`config.mk`:
```
export PLATFORM = sky130hd
export DESIGN_NAME = serial_adder
export DESIGN_NICKNAME = d
export VERILOG_FILES = /design/src/rtl/serial_adder_pkg.sv /design/src/rtl/serial_adder_digit_adder.sv /design/src/rtl/serial_adder.sv
export SDC_FILE = /design/constraint.sdc
export NUM_CORES = 1
export LEC_CHECK = 0
export BUFFER_PORTS_ARGS = -buffer_cell sky130_fd_sc_hd__buf_4
export CAP_MARGIN = 10
export CORE_UTILIZATION = 53
export CTS_CLUSTER_DIAMETER = 120
export CTS_CLUSTER_SIZE = 14
export DETAILED_ROUTE_END_ITERATION = 7
export PLACE_DENSITY = 0.79
export SLEW_MARGIN = 20
export SYNTH_ARGS = -nofsm -noshare
export SYNTH_HDL_FRONTEND = slang
export SYNTH_SLANG_ARGS = --single-unit
```
`constraint.sdc`:
```
create_clock -name clk -period 4.2 [get_ports clk]
set_input_delay 0 -clock clk [delete_from_list [all_inputs] [get_ports clk]]
set_output_delay 0 -clock clk [all_outputs]
set_load 0.02 [all_outputs]
```
`src/rtl/serial_adder_pkg.sv`:
```
// Shared types for the digit-serial adder/subtractor.
package serial_adder_pkg;

  typedef enum logic {
    IDLE = 1'b0,
    RUN  = 1'b1
  } state_t;

endpackage

```
`src/rtl/serial_adder_digit_adder.sv`:
```
// Combinational DIGIT-bit ripple slice; cmsb is the carry into the slice's top bit.
module digit_adder #(
  parameter int DIGIT = 4
) (
  input  logic [DIGIT-1:0] x,
  input  logic [DIGIT-1:0] y,
  input  logic             ci,
  output logic [DIGIT-1:0] sum,
  output logic             co,
  output logic             cmsb
);

  assign {co, sum} = {1'b0, x} + {1'b0, y} + {{DIGIT{1'b0}}, ci};
  // The top sum bit is x^y^carry_in, so the incoming carry falls out without a second adder.
  assign cmsb = sum[DIGIT-1] ^ x[DIGIT-1] ^ y[DIGIT-1];

endmodule

```
`src/rtl/serial_adder.sv`:
```
// Multi-cycle adder/subtractor: WIDTH-bit operands processed DIGIT bits per clock,
// least-significant digit first, with a start/busy/done handshake.
module serial_adder
  import serial_adder_pkg::*;
#(
  parameter int WIDTH = 16,
  parameter int DIGIT = 4
) (
  input  logic             clk,
  input  logic             rst,
  input  logic             start,
  input  logic             sub,
  input  logic [WIDTH-1:0] a,
  input  logic [WIDTH-1:0] b,
  input  logic             cin,
  output logic             busy,
  output logic             done,
  output logic [WIDTH-1:0] s,
  output logic             cout,
  output logic             ovf
);

  localparam int N  = WIDTH / DIGIT;
  localparam int CW = (N > 1) ? $clog2(N) : 1;

  generate
    if (DIGIT < 1 || (WIDTH % DIGIT) != 0) begin : g_bad_params
      $error("serial_adder: WIDTH must be a positive multiple of DIGIT");
    end
  endgenerate

  state_t           state_q, state_d;
  logic [CW-1:0]    cnt_q, cnt_d;
  logic [WIDTH-1:0] a_q, a_d;
  logic [WIDTH-1:0] b_q, b_d;
  logic [WIDTH-1:0] s_q, s_d;
  logic             carry_q, carry_d;
  logic             cout_q, cout_d;
  logic             ovf_q, ovf_d;
  logic             done_q, done_d;

  logic [31:0]      base;
  logic [DIGIT-1:0] dig_sum;
  logic             dig_co;
  logic             dig_cmsb;

  assign base = 32'(cnt_q) * DIGIT;

  digit_adder #(.DIGIT(DIGIT)) u_digit (
    .x    (a_q[base +: DIGIT]),
    .y    (b_q[base +: DIGIT]),
    .ci   (carry_q),
    .sum  (dig_sum),
    .co   (dig_co),
    .cmsb (dig_cmsb)
  );

  always_comb begin
    state_d = state_q;
    cnt_d   = cnt_q;
    a_d     = a_q;
    b_d     = b_q;
    s_d     = s_q;
    carry_d = carry_q;
    cout_d  = cout_q;
    ovf_d   = ovf_q;
    done_d  = 1'b0;
    case (state_q)
      IDLE: begin
        if (start) begin
          // Subtraction is folded into the operands here: a + ~b + ~cin.
          a_d     = a;
          b_d     = sub ? ~b : b;
          carry_d = sub ? ~cin : cin;
          cnt_d   = '0;
          state_d = RUN;
        end
      end
      RUN: begin
        s_d[base +: DIGIT] = dig_sum;
        carry_d            = dig_co;
        if (cnt_q == CW'(N - 1)) begin
          cout_d  = dig_co;
          ovf_d   = dig_co ^ dig_cmsb;
          done_d  = 1'b1;
          state_d = IDLE;
        end else begin
          cnt_d = cnt_q + CW'(1);
        end
      end
      default: state_d = IDLE;
    endcase
  end

  always_ff @(posedge clk) begin
    if (rst) begin
      state_q <= IDLE;
      cnt_q   <= '0;
      a_q     <= '0;
      b_q     <= '0;
      s_q     <= '0;
      carry_q <= 1'b0;
      cout_q  <= 1'b0;
      ovf_q   <= 1'b0;
      done_q  <= 1'b0;
    end else begin
      state_q <= state_d;
      cnt_q   <= cnt_d;
      a_q     <= a_d;
      b_q     <= b_d;
      s_q     <= s_d;
      carry_q <= carry_d;
      cout_q  <= cout_d;
      ovf_q   <= ovf_d;
      done_q  <= done_d;
    end
  end

  assign busy = (state_q == RUN);
  assign done = done_q;
  assign s    = s_q;
  assign cout = cout_q;
  assign ovf  = ovf_q;

endmodule

```
---- After elaboration in Yosys (flattened, before gate mapping) ----
Cells that the tools add are included.
cells by class
  $add $sub $neg .......................... 4
  equal/unequal tests ..................... 3
  shift operators ......................... 4
  muxes and demuxes ....................... 12
  bitwise gates (word level) .............. 6
  reductions and logical operators ........ 4
operators by type and width
  operator                   count
  $neg A4 Y34                1
  $shift A4 B34 Y16 const A  1
  $shiftx A4 B34 Y16         1
  $shiftx A16 B5 Y4          2
  $bwmux W16                 1
  $mux W16                   1
  $not A16 Y16               1
  $reduce_and A2 Y1          3
  $add A4 B4 Y5              1
  $add A5 B1 Y5              1
  $mux W1                    5
  $mux W2                    2
  $ne A2 B2 Y1 const B       2
  $pmux W1 S2                2
  $pmux W2 S2                1
  $xor A1 B1 Y1              3
  $add A2 B1 Y2 const B      1
  $eq A2 B2 Y1 const B       1
  $not A1 Y1                 2
  $reduce_or A2 Y1           1
storage, ports and cells
  register bits after elaboration ......... 55
  input bits .............................. 37
  output and inout bits ................... 20
  logic and storage cells ................. 42

---- Depth between registers and ports, before layout ----
Gate-level depths: netlist (run 1).
  depth in word-level cells ............... 6
  gate-level depth with buffers ........... 9
  depth with buffers taken out ............ 8

---- Modules after synthesis ----
Synthesis (run 1) repeated with hierarchy kept, for this count alone.
second synthesis, totals
  cells, all modules ...................... 285
  area, all modules ....................... 2673.8 um2
modules (own cells, without submodules)
  module        times used  cells an instance  area an instance (um2)  seq. area each (um2)
  serial_adder  1           266                2496.1                  1101.1
  digit_adder   1           19                 177.7                   0.0

---- Worst setup path after synthesis (run 1) ----
Ideal clock, no wire load.
  path type ............................... register -> register
  start point ............................. reg cnt_q[0]
  end point ............................... reg ovf_q (netlist: ovf)
  setup time .............................. 91 ps
  data arrival time ....................... 3280 ps
  path slack .............................. 829 ps
  stages on the path, launching flop included .. 10
  buffers on the path ..................... 1
  period minus slack after synthesis ...... 3371 ps
  cell sequence ........................... dfxtp_1 buf_1 mux4_2 fa_1 fa_1 a21o_1 a21oi_1 xnor3_1 xnor2_1 a311oi_1
on the way
  word-level cells in the longest chain between the ends .. 6
  elaborated cells between the ends (all ways) .. 9
ends and longest elaborated chain
  what                                  line                                    source
  from (decl)                           serial_adder.sv:33                      logic [CW-1:0] cnt_q, cnt_d;
  from (signal assigned)                serial_adder.sv:108                     cnt_q <= cnt_d;
  $shiftx A16 B5 Y4 (on tied branches)  serial_adder.sv:50, serial_adder.sv:51
  $add A4 B4 Y5                         serial_adder_digit_adder.sv:13          assign {co, sum} = {1'b0, x} + {1'b0, y} + {{DIGIT{1'b0}}, ci};
  $add A5 B1 Y5                         serial_adder_digit_adder.sv:13
  $xor A1 B1 Y1 (2 in a row)            serial_adder_digit_adder.sv:15          assign cmsb = sum[DIGIT-1] ^ x[DIGIT-1] ^ y[DIGIT-1];
  $xor A1 B1 Y1                         serial_adder.sv:84                      ovf_d = dig_co ^ dig_cmsb;
  to (signal assigned)                  serial_adder.sv:114                     ovf_q <= ovf_d;
  to (decl)                             serial_adder.sv:39                      logic ovf_q, ovf_d;
Several ways; a longest one is shown, not always the timed one.
A chain may end at the register's enable or synchronous reset.

---- Worst setup path after layout (run 1) ----
Ends and elaborated chain as after synthesis.

==> key figures, run 1 <==
Run status
  • Status: complete, no violations

Floorplan
  • Die Area: 4930 um^2
  • Top-level I/O count: 57
  • Row count: 24
  • Height of the chip: roughly 70 um
  • Initial Util: 0.5587
  • Die width: 70.22 um
  • Placeable core region: 4414 um^2

Worst setup path
  • Max stage delay cell, worst path: sky130_fd_sc_hd__mux4_2
  • Crit path buf inv count: 0
  • Most prevalent standard cell on the critical path: sky130_fd_sc_hd__fa_1
  • Classification of the worst setup path: reg -> reg
  • Worst setup EP type: flip-flop
  • Cell-by-cell listing of the critical path: mux4_2 -> fa_1 -> fa_1 -> a21o_1 -> a21oi_1 -> xnor3_1 -> xnor2_1 -> a311oi_1
  • Largest driver fanout on the critical path: 6
  • Critical Path AT: roughly 3.4 ns
  • Crit path largest cell delay: roughly 0.57 ns
  • Critical path startpoint category: flip-flop
  • Data required time of the worst path: about 4.4 ns
  • Dominant delay contributor by cell family on the critical path: adder cells

Synthesis
  • Mean Syn Cell Area: 9.485 um^2
  • Fraction of the mapped netlist area in adder cells: 0.06190
  • Synth cell types: 27
  • Count of yosys warnings during synthesis: 0
  • Count of flip-flops with a built-in enable after synthesis: 0
  • Biggest area contributors in the synthesized netlist: sky130_fd_sc_hd__dfxtp_1 (45%), sky130_fd_sc_hd__mux4_2 (6.4%), sky130_fd_sc_hd__xnor2_1 (6.4%)
  • Syn Nets: 308
  • Number of storage elements in the synthesis netlist: between 50 and 60
  • Simple-Gate Fraction of Synth Area: 0.1385
  • FFs w/ async S/R, synth: 0
  • Leading cell type by number of instances after synthesis: sky130_fd_sc_hd__dfxtp_1
  • Cell Area, Synth: approximately 2500 um^2
  • Proportion of netlist area held by the largest area contributor: 0.4465
  • Largest family of logic cells by synthesized area: compound AO/OA/AOI/OAI gates
  • Post-synth top cells: sky130_fd_sc_hd__dfxtp_1 (55), sky130_fd_sc_hd__nand2_1 (39), sky130_fd_sc_hd__nor2_1 (38), sky130_fd_sc_hd__a21oi_1 (22), sky130_fd_sc_hd__xnor2_1 (18)
  • Cell type contributing the most total cell area after synthesis: sky130_fd_sc_hd__dfxtp_1
  • Area fraction in compound gates after synthesis: 0.1593
  • Dominant register cell in the synthesized netlist: sky130_fd_sc_hd__dfxtp_1
  • Count of mapped cells out of synthesis: between 200 and 300
  • Post-Synth XOR/XNOR Area: 0.08321
  • Part of the Yosys area used for sequential elements: 0.4465
  • Fraction of synthesized area in multiplexers: 0.07915

Cells and area
  • Layout overhead on the synthesized area: 32.06%
  • Fill cell count: roughly 330
  • Final net count: ~380
  • Layout cell share with drive strength beyond 1: 0.2246
  • Antenna diodes: 0

Run
  • Max capacitance violation total: 0

Routing
  • Final Routed Wirelength: about 5500 um
  • Detailed-routing iteration count for the pre-antenna-repair pass: 4
  • Number of nets still failing antenna checks after routing: 0
  • Average vias per placed instance: around 5.5
  • Drt wl/cell: 14.37 um
  • Residual DRC count: 0
  • Vias: between 2,000 and 2,500
  • DRC violation total after the first TritonRoute iteration: between 100 and 150

Global routing
  • Overall overflow remaining after global route: 0
  • GRT Overall Usage: 0.2371
  • Maximum number of pins on one net before global-route repair: 56
  • Initial antenna violation count: 0
  • Via count of the first global-routing pass: between 2,000 and 2,500
  • Global-route wire length before repair: slightly above 9000 um

Clock network
  • Number of buffers added by the clock tree synthesis step: 5
  • Clock root buffer master: sky130_fd_sc_hd__clkbuf_8
  • Clock Pin Slew Worst Setup and Hold Paths: 0.09 ns
  • TritonCTS clock tree: yes
  • Deepest clock path buffer count: 2
  • Total clock sinks: 55
  • Depth of the CTS H-tree: 2
  • Post-cts repair resize count: 0
  • Clk_lat worst skew: ~0.3 ns

Placed design
  • Weighted congestion reported at the end of routability-driven placement: just under 0.8
  • Total of buffers placed on input and output ports: 56
  • HPWL Detailed: 3631 um

Timing
  • Transition time of the tightest slew-check pin: 0.6838 ns
  • Aggregate negative setup slack: 0 ns
  • Count of final max-slew check failures: 0
  • Setup repair after global routing missed its margin: false
  • Final Critical Period: around 3.2 ns
  • Setup Skew: around 0.0041 ns
  • Number of failing setup endpoints in the final timing report: 0
  • Portion of the clock cycle consumed by the worst path in the final layout: 0.7540
  • Maximum operating frequency: about 0.32 GHz
  • Tightest slew margin relative to the limit: 0.5400
  • Final hold violation count: 0

Pwr
  • Leakage power summed over all cells: ~0.0013 uW
  • Highest ir drop seen on vdd: 204.5 uV
  • Total power after layout: ~1100 uW
  • PD cells: 326.0 nW/um^2

Hold path
  • Worst min-delay path category: in -> reg
[cell usage in the layout, fill, tap and decap left out, types with 3 or more instances in the layout]
master / n
sky130_fd_sc_hd__a22oi_1: 16
sky130_fd_sc_hd__buf_4: 58
sky130_fd_sc_hd__nor2_1: 38
sky130_fd_sc_hd__clkbuf_8: 6
sky130_fd_sc_hd__ha_1: 9
sky130_fd_sc_hd__xnor2_1: 18
sky130_fd_sc_hd__nor4b_1: 3
sky130_fd_sc_hd__a21oi_1: 22
sky130_fd_sc_hd__dfxtp_1: 55
sky130_fd_sc_hd__nand2_1: 39
sky130_fd_sc_hd__a211oi_1: 16
sky130_fd_sc_hd__dlygate4sd3_1: 27
sky130_fd_sc_hd__mux4_2: 7
[report_power, final]
group          total, uW  switching [uW]  internal [uW]  leakage, uW
clock                287             157            130    0.0000470
sequential           568            20.0            548     0.000450
combinational        207             100            107     0.000837
total               1060             277            785      0.00133
[cells by family after synthesis]
family / count (synthesis)
simple gates: 84
mux: 9
compound gates: 60
flops: 55
buf+inv: 20
fa+ha+maj: 11
xor+xnor: 21
[worst paths after layout]
path | slack (ns) | to | start | cells after the start
max | 1.03 | ovf | cnt_q[0] | 8
min | 0.002 | b_q[4] | b[4] | 3
max reg2reg | 1.03 | ovf | cnt_q[0] | 8
min reg2reg | 0.46 | a_q[8] | a_q[8] | 2
[worst reg2reg max path, stage by stage (launching register included)]
cell and delay, ns:
sky130_fd_sc_hd__dfxtp_1 0.53, sky130_fd_sc_hd__mux4_2 0.57, sky130_fd_sc_hd__fa_1 0.45, sky130_fd_sc_hd__fa_1 0.42
sky130_fd_sc_hd__a21o_1 0.21, sky130_fd_sc_hd__a21oi_1 0.25, sky130_fd_sc_hd__xnor3_1 0.27, sky130_fd_sc_hd__xnor2_1 0.13
sky130_fd_sc_hd__a311oi_1 0.25
[layout make-up]
cell class / instances / area (um^2) / share of cell area
clock buffer: 6 / 82.58 / 0.02536
clock inverter: 1 / 5.005 / 0.001537
inverter: 2 / 7.507 / 0.002305
multi-input combinational: 185 / 1290 / 0.3961
sequential: 55 / 1101 / 0.3381
tap: 52 / 65.06 / 0.01998
timing repair buffer: 85 / 705.7 / 0.2167
[through the flow]
stage	instances	worst slack, ns	utilization	hold slack, ns	area [um^2]
3_5_place_dp	352	1.062	0.6567	0.2556	2899
3_3_place_gp	352	1.136	0.6567	0.2485	2899
2_1_floorplan	260	0.8289	-	0.1360	2466
6_report	386	1.033	0.7378	0.002074	3257
4_1_cts	385	1.038	0.7355	0.0005400	3247
5_1_grt	386	0.8844	0.7378	0.005491	3257
[sequential cells by signal, summed over array words and instances, names as in the netlist]
signal   cells
ovf          1
a_q         16
b_q         16
s           16
busy         1
cnt_q        2
carry_q      1
cout         1
done         1
[layer usage]
layer	part of all wire	track usage
met2	0.51	0.4156
met3	0.049	0.05483
met1	0.41	0.2775
met4	0.024	0.09778
met5	0	0
[timing repair]
item                                   in CTS  in global routing
setup buffers                               0                  0
hold buffers                               26                  1
setup endpoints to repair                   0                  0
endpoints found under the hold margin      26                  1
Note: power is estimated with default switching activity, not from simulation.
==> run 2: changes to the inputs <==
--- a/config.mk
+++ b/config.mk
@@ -7,11 +7,11 @@
 export LEC_CHECK = 0
 export BUFFER_PORTS_ARGS = -buffer_cell sky130_fd_sc_hd__buf_4
 export CAP_MARGIN = 10
-export CORE_UTILIZATION = 53
+export CORE_UTILIZATION = 48
 export CTS_CLUSTER_DIAMETER = 120
 export CTS_CLUSTER_SIZE = 14
 export DETAILED_ROUTE_END_ITERATION = 7
-export PLACE_DENSITY = 0.79
+export PLACE_DENSITY = 0.75
 export SLEW_MARGIN = 20
 export SYNTH_ARGS = -nofsm -noshare
 export SYNTH_HDL_FRONTEND = slang
==> constraint.sdc (replaced) <==
create_clock -name clk -period 2.8 [get_ports clk]
set_input_delay 0 -clock clk [delete_from_list [all_inputs] [get_ports clk]]
set_output_delay 0 -clock clk [all_outputs]
set_load 0.02 [all_outputs]
==> run 2 against run 1 <==
  * Routed wire length shrank 1.7%
  * Worst setup slack lost 0.94 ns
  * Critical path depth is the same
  * Hold slack gained 0.0070 ns
  * Utilization shrank 4.6 points
  * Register-to-register slack lost 0.94 ns
  * Sequential cell count is the same
  * Non-clock buffer count grew 8
  * Die area grew 10%
  * Critical endpoint unchanged
==> key figures, run 2 (synthesis results as in run 1) <==
Worst setup path
  • Crit path buf inv count: 0 (unchanged)
  • Reg2reg end: ovf
  • Dominant delay contributor by cell family on the critical path: adder cells
  • Worst setup path endpoint: ovf
  • Critical path origin: cnt_q[0]
  • Worst reg-to-reg path cell count: 8 (unchanged)
  • Cell-by-cell listing of the critical path: mux4_2 -> fa_2 -> fa_2 -> a21o_1 -> a21oi_2 -> xnor3_1 -> xnor2_1 -> a311oi_1
  • Most prevalent standard cell on the critical path: sky130_fd_sc_hd__fa_2
  • Critical path startpoint category: flip-flop
  • Reg-to-reg setup timing slack: 0.1 ns (-0.94 ns)
  • Data required time of the worst path: 3.02 ns (-1.39 ns)
  • Worst setup EP type: flip-flop
  • Number of gates on the worst path with buffers counted: 8 (unchanged)
  • Largest driver fanout on the critical path: 4 (-2)
  • Critical Path AT: 2.92 ns (-0.46 ns)
  • Classification of the worst setup path: reg -> reg
  • Max stage delay cell, worst path: sky130_fd_sc_hd__mux4_2
  • Reg-to-Reg Start: cnt_q[0]
  • Crit path largest cell delay: 0.51 ns (-0.06 ns)

Cells and area
  • Fill cell count: 403 (+21%)
  • Final non-filler cell area: 3354 um^2 (+3.0%)
  • Final net count: 390 (+2.1%)
  • Most common cell after layout, fill and taps aside: sky130_fd_sc_hd__buf_4
  • Layout overhead on the synthesized area: 36.02%
  • Combined area of the multi-input logic cells: 1299 um^2 (+0.68%)
  • Commonest cells after routing, fill and taps aside: sky130_fd_sc_hd__buf_4 (62), sky130_fd_sc_hd__dfxtp_1 (54), sky130_fd_sc_hd__nand2_1 (39)
  • Final core utilization: 0.6919 (-0.04594)
  • Antenna diodes: 0 (unchanged)
  • Layout cell share with drive strength beyond 1: 0.2449 (+0.02035)
  • Sequential Area: 1105 um^2 (+0.34%)

Floorplan
  • Die Area: 5429 um^2 (+10%)
  • Placeable core region: 4848 um^2 (+9.8%)
  • Top-level I/O count: 57 (unchanged)
  • Height of the chip: 73.68 um (+4.9%)
  • Die width: 73.68 um (+4.9%)
  • Row count: 25 (+4.2%)
  • Initial Util: 0.5086 (-0.05003)

Routing
  • Average vias per placed instance: 5.100 (-6.5%)
  • Detailed-routing iteration count for the pre-antenna-repair pass: 4 (unchanged)
  • Number of nets still failing antenna checks after routing: 0 (unchanged)
  • Final Routed Wirelength: 5451 um (-1.7%)
  • DRC violation total after the first TritonRoute iteration: 127 (+11%)
  • Met3 Routed Length: 178 um (-34%)
  • Detailed-routed wire length on met2: 2841 um (about the same)
  • Drt wl/cell: 13.30 um (-7.5%)
  • Top layer used by detailed routing: met4
  • Residual DRC count: 0 (unchanged)
  • M1 WL: 2405 um (+4.6%)
  • Vias: 2,091 (-0.67%)

Timing
  • Number of failing setup endpoints in the final timing report: 0 (unchanged)
  • Transition time of the tightest slew-check pin: 0.7074 ns (+0.02363 ns)
  • Final hold violation count: 0 (unchanged)
  • Maximum operating frequency: 0.3700 GHz (+17%)
  • Setup repair after global routing missed its margin: true
  • Final Critical Period: 2.703 ns (-0.4640 ns)
  • Tightest slew margin relative to the limit: 0.5218 (-0.01819)
  • Count of final max-slew check failures: 0 (unchanged)
  • Setup Skew: 0.004759 ns (+0.0006761 ns)
  • Final Worst Setup Slack: 0.09710 ns (-0.9360 ns)
  • Portion of the clock cycle consumed by the worst path in the final layout: 0.9653 (+0.2113)

Hold path
  • Worst hold path startpoint: b[13]
  • Worst min-delay path category: in -> reg

Pwr
  • Leakage power summed over all cells: 0.001370 uW (+2.6%)
  • Highest ir drop seen on vdd: 291.5 uV (+43%)
  • Total power after layout: 1591 uW (+50%)
  • PD cells: 474.3 nW/um^2 (+45%)

Global routing
  • Overall overflow remaining after global route: 0 (unchanged)
  • Via count of the first global-routing pass: 2,006 (-2.1%)
  • Maximum number of pins on one net before global-route repair: 56 (unchanged)
  • Initial antenna violation count: 0 (unchanged)
  • Global-route wire length before repair: 8997 um (-2.3%)
  • GRT Overall Usage: 0.2187 (-0.01840)

Clock network
  • Total clock sinks: 55 (unchanged)
  • Number of buffers added by the clock tree synthesis step: 5 (unchanged)
  • TritonCTS clock tree: yes
  • Clock root buffer master: sky130_fd_sc_hd__clkbuf_8
  • Clock Pin Slew Worst Setup and Hold Paths: 0.09 ns (about the same)
  • Post-cts repair resize count: 0 (unchanged)
  • Depth of the CTS H-tree: 2 (unchanged)
  • Clk_lat worst skew: 0.30 ns (about the same)
  • Deepest clock path buffer count: 2 (unchanged)

Placed design
  • Total of buffers placed on input and output ports: 56 (unchanged)
  • Weighted congestion reported at the end of routability-driven placement: 0.7423 (-5.3%)
  • HPWL Detailed: 3557 um (-2.0%)
  • Standard cell area after detailed placement: 2960 um^2 (+2.1%)
  • Pre-CTS setup slack: 0.1009 ns (-0.9612 ns)

Run
  • Max capacitance violation total: 0 (unchanged)

Run status
  • Status: complete, no violations
run 2: cell types whose count changed in the layout (fill, tap and decap cells not counted), moves of 2 or more:
cell / previous run / this run
sky130_fd_sc_hd__buf_4: 58 / 62
sky130_fd_sc_hd__clkinv_2: 1 / 3
sky130_fd_sc_hd__dlygate4sd3_1: 27 / 31
sky130_fd_sc_hd__fa_1: 2 / 0
sky130_fd_sc_hd__fa_2: 0 / 2
run 2: worst min path at each step:
stage | end | cells past startpoint
after CTS | b_q[13] | 3
final | b_q[13] | 3
after global routing | b_q[13] | 3
after global placement | a_q[7] | 3
after detailed placement | a_q[7] | 3
after floorplan | a_q[11] | 2
run 2: metrics by stage:
stage	TNS (ns)	hold slack [ns]	cells
final	0	0.009041	410
after CTS	0	0.009893	410
after floorplan	0	0.1360	260
after global placement	0	0.2548	371
after detailed placement	0	0.2568	371
after global routing	-0.008882	0.02634	410
run 2: layout make-up:
| cell class | count | area share |
|---|---|---|
| multi-input combinational | 185 | 0.3872 |
| sequential | 55 | 0.3294 |
| timing repair buffer | 93 | 0.2313 |
| tap | 67 | 0.02499 |
| clock buffer | 5 | 0.02051 |
| clock inverter | 3 | 0.004476 |
| inverter | 2 | 0.002238 |
run 2: report_power, final:
part | internal (uW) | switching (uW) | leakage, uW | total (uW)
clock network | 172 | 252 | 0.0000477 | 423
registers | 821 | 24.8 | 0.000451 | 846
logic | 170 | 152 | 0.000871 | 321
run 2: routing by layer:
| layer | up-vias | GRT usage |
|---|---|---|
| met3 | 5 | 0.04938 |
| li1 | 1066 | - |
| met5 | - | 0 |
| met2 | 47 | 0.4057 |
| met1 | 973 | 0.2561 |
| met4 | 0 | 0.04487 |
run 2: tightest hold or removal path, stage by stage:
cell,delay (ns)
sky130_fd_sc_hd__buf_4,0.08
sky130_fd_sc_hd__xnor2_1,0.12
sky130_fd_sc_hd__a211oi_1,0.07
run 2: repair_timing:
action,CTS,global route
setup endpoints to repair,0,1
buffers inserted,0,0
hold buffers,31,0
endpoints found under the hold margin,31,0
==> run 3: changes to the inputs <==
--- a/config.mk
+++ b/config.mk
@@ -7,12 +7,13 @@
 export LEC_CHECK = 0
 export BUFFER_PORTS_ARGS = -buffer_cell sky130_fd_sc_hd__buf_4
 export CAP_MARGIN = 10
-export CORE_UTILIZATION = 48
+export CORE_UTILIZATION = 49
 export CTS_CLUSTER_DIAMETER = 120
 export CTS_CLUSTER_SIZE = 14
 export DETAILED_ROUTE_END_ITERATION = 7
-export PLACE_DENSITY = 0.75
+export PLACE_DENSITY = 0.76
 export SLEW_MARGIN = 20
 export SYNTH_ARGS = -nofsm -noshare
 export SYNTH_HDL_FRONTEND = slang
+export SYNTH_HIERARCHICAL = 1
 export SYNTH_SLANG_ARGS = --single-unit
==> run 3 against run 2 <==
  * The flow now finishes with violations (negative hold slack)
  * Global-route usage decreased by 0.12 points
  * Synthesized cell count increased by 9.6%
  * Utilization decreased by 3.3 points
  * Power increased by 0.58%
  * Clock power decreased by 3%
  * Routed wire length increased by 3.7%
  * Area after synthesis increased by 8.4%
  * Die area increased by 6.0%
  * Count of clock-buffer cells in the layout increased by 1
  * First-iteration DRC count decreased by 27%
  * Largest cell class unchanged
  * Largest power group unchanged
==> key figures, run 3 <==
Timing
  • Setup repair after global routing missed its margin: false
  • Maximum operating frequency: 0.3958 GHz (+7.0%)
  • Setup Skew: 0.005385 ns (+0.0006266 ns)
  • Portion of the clock cycle consumed by the worst path in the final layout: 0.9023 (-0.06301)
  • Aggregate negative setup slack: 0 ns (unchanged)
  • Count of final max-slew check failures: 0 (unchanged)
  • Transition time of the tightest slew-check pin: 0.6113 ns (-0.09615 ns)
  • Final Hold Slack: -0.005262 ns (-0.01430 ns)
  • Final Worst Setup Slack: 0.2735 ns (+0.1764 ns)
  • Final hold violation count: 1 (+1)
  • Tightest slew margin relative to the limit: 0.5925 (+0.07074)
  • Number of failing setup endpoints in the final timing report: 0 (unchanged)
  • Final Critical Period: 2.526 ns (-0.1764 ns)

Floorplan
  • Row count: 26 (+4.0%)
  • Die Area: 5756 um^2 (+6.0%)
  • Height of the chip: 75.87 um (+3.0%)
  • Placeable core region: 5172 um^2 (+6.7%)
  • Die width: 75.87 um (+3.0%)
  • Top-level I/O count: 57 (unchanged)
  • Initial Util: 0.5169 (+0.008288)

Synthesis
  • Fraction of the mapped netlist area in adder cells: 0.05709 (-0.004808)
  • Syn Nets: 333 (+8.1%)
  • Post-synth top cells: sky130_fd_sc_hd__dfxtp_1 (55), sky130_fd_sc_hd__nand2_1 (52), sky130_fd_sc_hd__a21oi_1 (32), sky130_fd_sc_hd__nor2_1 (25), sky130_fd_sc_hd__xnor2_1 (23)
  • Count of flip-flops with a built-in enable after synthesis: 0 (unchanged)
  • Largest family of logic cells by synthesized area: simple AND/OR/NAND/NOR gates
  • Synth cell types: 34 (+26%)
  • Dominant register cell in the synthesized netlist: sky130_fd_sc_hd__dfxtp_1
  • Area fraction in compound gates after synthesis: 0.1460 (-0.01331)
  • Cell Area, Synth: 2674 um^2 (+8.4%)
  • Leading cell type by number of instances after synthesis: sky130_fd_sc_hd__dfxtp_1
  • Count of mapped cells out of synthesis: 285 (+9.6%)
  • Post-Synth XOR/XNOR Area: 0.07534 (-0.007867)
  • Cell type contributing the most total cell area after synthesis: sky130_fd_sc_hd__dfxtp_1
  • Simple-Gate Fraction of Synth Area: 0.1792 (+0.04071)
  • Count of yosys warnings during synthesis: 6 (+6)
  • Part of the Yosys area used for sequential elements: 0.4118 (-0.03468)
  • Fraction of synthesized area in multiplexers: 0.06738 (-0.01176)
  • Mean Syn Cell Area: 9.382 um^2 (-1.1%)
  • Proportion of netlist area held by the largest area contributor: 0.4118 (-0.03468)
  • FFs w/ async S/R, synth: 0 (unchanged)
  • Number of storage elements in the synthesis netlist: 55 (unchanged)
  • Biggest area contributors in the synthesized netlist: sky130_fd_sc_hd__dfxtp_1 (41%), sky130_fd_sc_hd__xnor2_1 (7.5%), sky130_fd_sc_hd__nand2_1 (7.3%)

Routing
  • Average vias per placed instance: 5.150 (+0.97%)
  • Vias: 2,204 (+5.4%)
  • DRC violation total after the first TritonRoute iteration: 93 (-27%)
  • Final Routed Wirelength: 5650 um (+3.7%)
  • Residual DRC count: 0 (unchanged)
  • Drt wl/cell: 13.20 um (-0.71%)
  • Number of nets still failing antenna checks after routing: 0 (unchanged)
  • Detailed-routing iteration count for the pre-antenna-repair pass: 4 (unchanged)

Clock network
  • Number of buffers added by the clock tree synthesis step: 5 (unchanged)
  • Post-cts repair resize count: 0 (unchanged)
  • Depth of the CTS H-tree: 2 (unchanged)
  • Total clock sinks: 55 (unchanged)
  • TritonCTS clock tree: yes
  • Deepest clock path buffer count: 2 (unchanged)
  • Clk_lat worst skew: 0.31 ns (about the same)
  • Clock Pin Slew Worst Setup and Hold Paths: 0.09 ns (about the same)
  • Clock root buffer master: sky130_fd_sc_hd__clkbuf_8

Global routing
  • Global-route wire length before repair: 9232 um (+2.6%)
  • Maximum number of pins on one net before global-route repair: 56 (unchanged)
  • Via count of the first global-routing pass: 2,053 (+2.3%)
  • GRT Overall Usage: 0.2175 (-0.001246)
  • Initial antenna violation count: 0 (unchanged)
  • Overall overflow remaining after global route: 0 (unchanged)

Run status
  • Violations in the final reports: negative hold slack
  • Status: finished with violations

Pwr
  • PD cells: 469.4 nW/um^2 (-1.0%)
  • Total power after layout: 1600 uW (+0.58%)
  • Leakage power summed over all cells: 0.001325 uW (-3.3%)
  • Highest ir drop seen on vdd: 261.3 uV (-10%)

Worst setup path
  • Classification of the worst setup path: reg -> reg
  • Critical Path AT: 2.75 ns (-0.17 ns)
  • Critical path startpoint category: flip-flop
  • Largest driver fanout on the critical path: 4 (unchanged)
  • Reg-to-reg setup timing slack: 0.27 ns (+0.18 ns)
  • Data required time of the worst path: 3.02 ns (about the same)
  • Worst setup EP type: flip-flop

Cells and area
  • Sequential Area: 1101 um^2 (-0.34%)
  • Antenna diodes: 0 (unchanged)
  • Layout cell share with drive strength beyond 1: 0.2318 (-0.01305)
  • Most common cell after layout, fill and taps aside: sky130_fd_sc_hd__buf_4
  • Filler-free cell count of the finished design: 428 (+4.4%)
  • Final net count: 407 (+4.4%)
  • Commonest cells after routing, fill and taps aside: sky130_fd_sc_hd__buf_4 (61), sky130_fd_sc_hd__dfxtp_1 (55), sky130_fd_sc_hd__nand2_1 (52)
  • Combined area of the multi-input logic cells: 1404 um^2 (+8.1%)
  • Fill cell count: 449 (+11%)
  • Layout overhead on the synthesized area: 27.52%

Placed design
  • HPWL Detailed: 3876 um (+9.0%)
  • Weighted congestion reported at the end of routability-driven placement: 0.7814 (+5.3%)
  • Total of buffers placed on input and output ports: 56 (unchanged)
  • Count of placed standard cells including taps: 396 (+6.7%)
  • Pre-CTS setup slack: 0.2950 ns (+0.1941 ns)

Run
  • Max capacitance violation total: 0 (unchanged)

Hold path
  • Worst min-delay path category: in -> reg
[run 3: area by class of cell]
type / count / area share
clock buffers: 6 / 0.02128
inverters: 7 / 0.007706
multi-input cells: 203 / 0.4117
flip-flops and latches: 55 / 0.3229
well taps: 70 / 0.02569
repair buffers: 87 / 0.2106
[run 3: path summary, 6_finish.rpt]
| path | start | depth (start not counted) | to |
|---|---|---|---|
| setup / recovery | cnt_q[0] | 9 | ovf |
| hold / removal | b[12] | 3 | b_q[12] |
| setup reg to reg | cnt_q[0] | 9 | ovf |
| hold reg to reg | a_q[3] | 2 | a_q[3] |
[run 3: kinds of logic (layout without fill, tap and decap cells)]
group                      after synthesis  count (layout)
AOI/OAI and AO/OA                       59              59
adders and majority gates               11              11
muxes                                    8               8
xor gates and xnor gates                23              23
DFF                                     55              55
buffers and inverters                   27             100
and+or+nand+nor                        102             102
[run 3: through the flow]
stage	instance area, um^2	util	hold slack (ns)
2_1_floorplan	2674	-	0.1360
3_3_place_gp	3077	0.5948	0.2513
3_5_place_dp	3077	0.5948	0.2585
4_1_cts	3410	0.6592	0.001085
5_1_grt	3410	0.6592	0.007762
6_report	3410	0.6592	-0.005262
[run 3: timing repair]
item	CTS	global route
buffers inserted	0	0
endpoints found under the setup margin	0	0
endpoints found under the hold margin	26	0
hold buffers	26	0
[run 3: worst max-delay path: stages, from the launching register on]
cell,delay [ns]
sky130_fd_sc_hd__dfxtp_1,0.43
sky130_fd_sc_hd__mux4_2,0.55
sky130_fd_sc_hd__fa_1,0.47
sky130_fd_sc_hd__inv_1,0.08
sky130_fd_sc_hd__fa_1,0.20
sky130_fd_sc_hd__nor2b_1,0.06
sky130_fd_sc_hd__o21ai_0,0.14
sky130_fd_sc_hd__nand2b_1,0.13
sky130_fd_sc_hd__xnor2_1,0.15
sky130_fd_sc_hd__a211oi_1,0.23
[run 3: per-layer routing]
metal,vias up,part of all wire,GRT usage
met3,8,0.035,0.03307
met4,0,0.012,0.08230
li1,1129,-,-
met2,52,0.53,0.3933
met1,1015,0.43,0.2584
met5,-,0,0
[run 3: where the power goes]
| group | total (uW) | switching, uW | internal (uW) |
|---|---|---|---|
| Combinational | 343 | 173 | 170 |
| Clock | 409 | 242 | 168 |
| Sequential | 848 | 26.1 | 822 |
| Total | 1600 | 441 | 1160 |
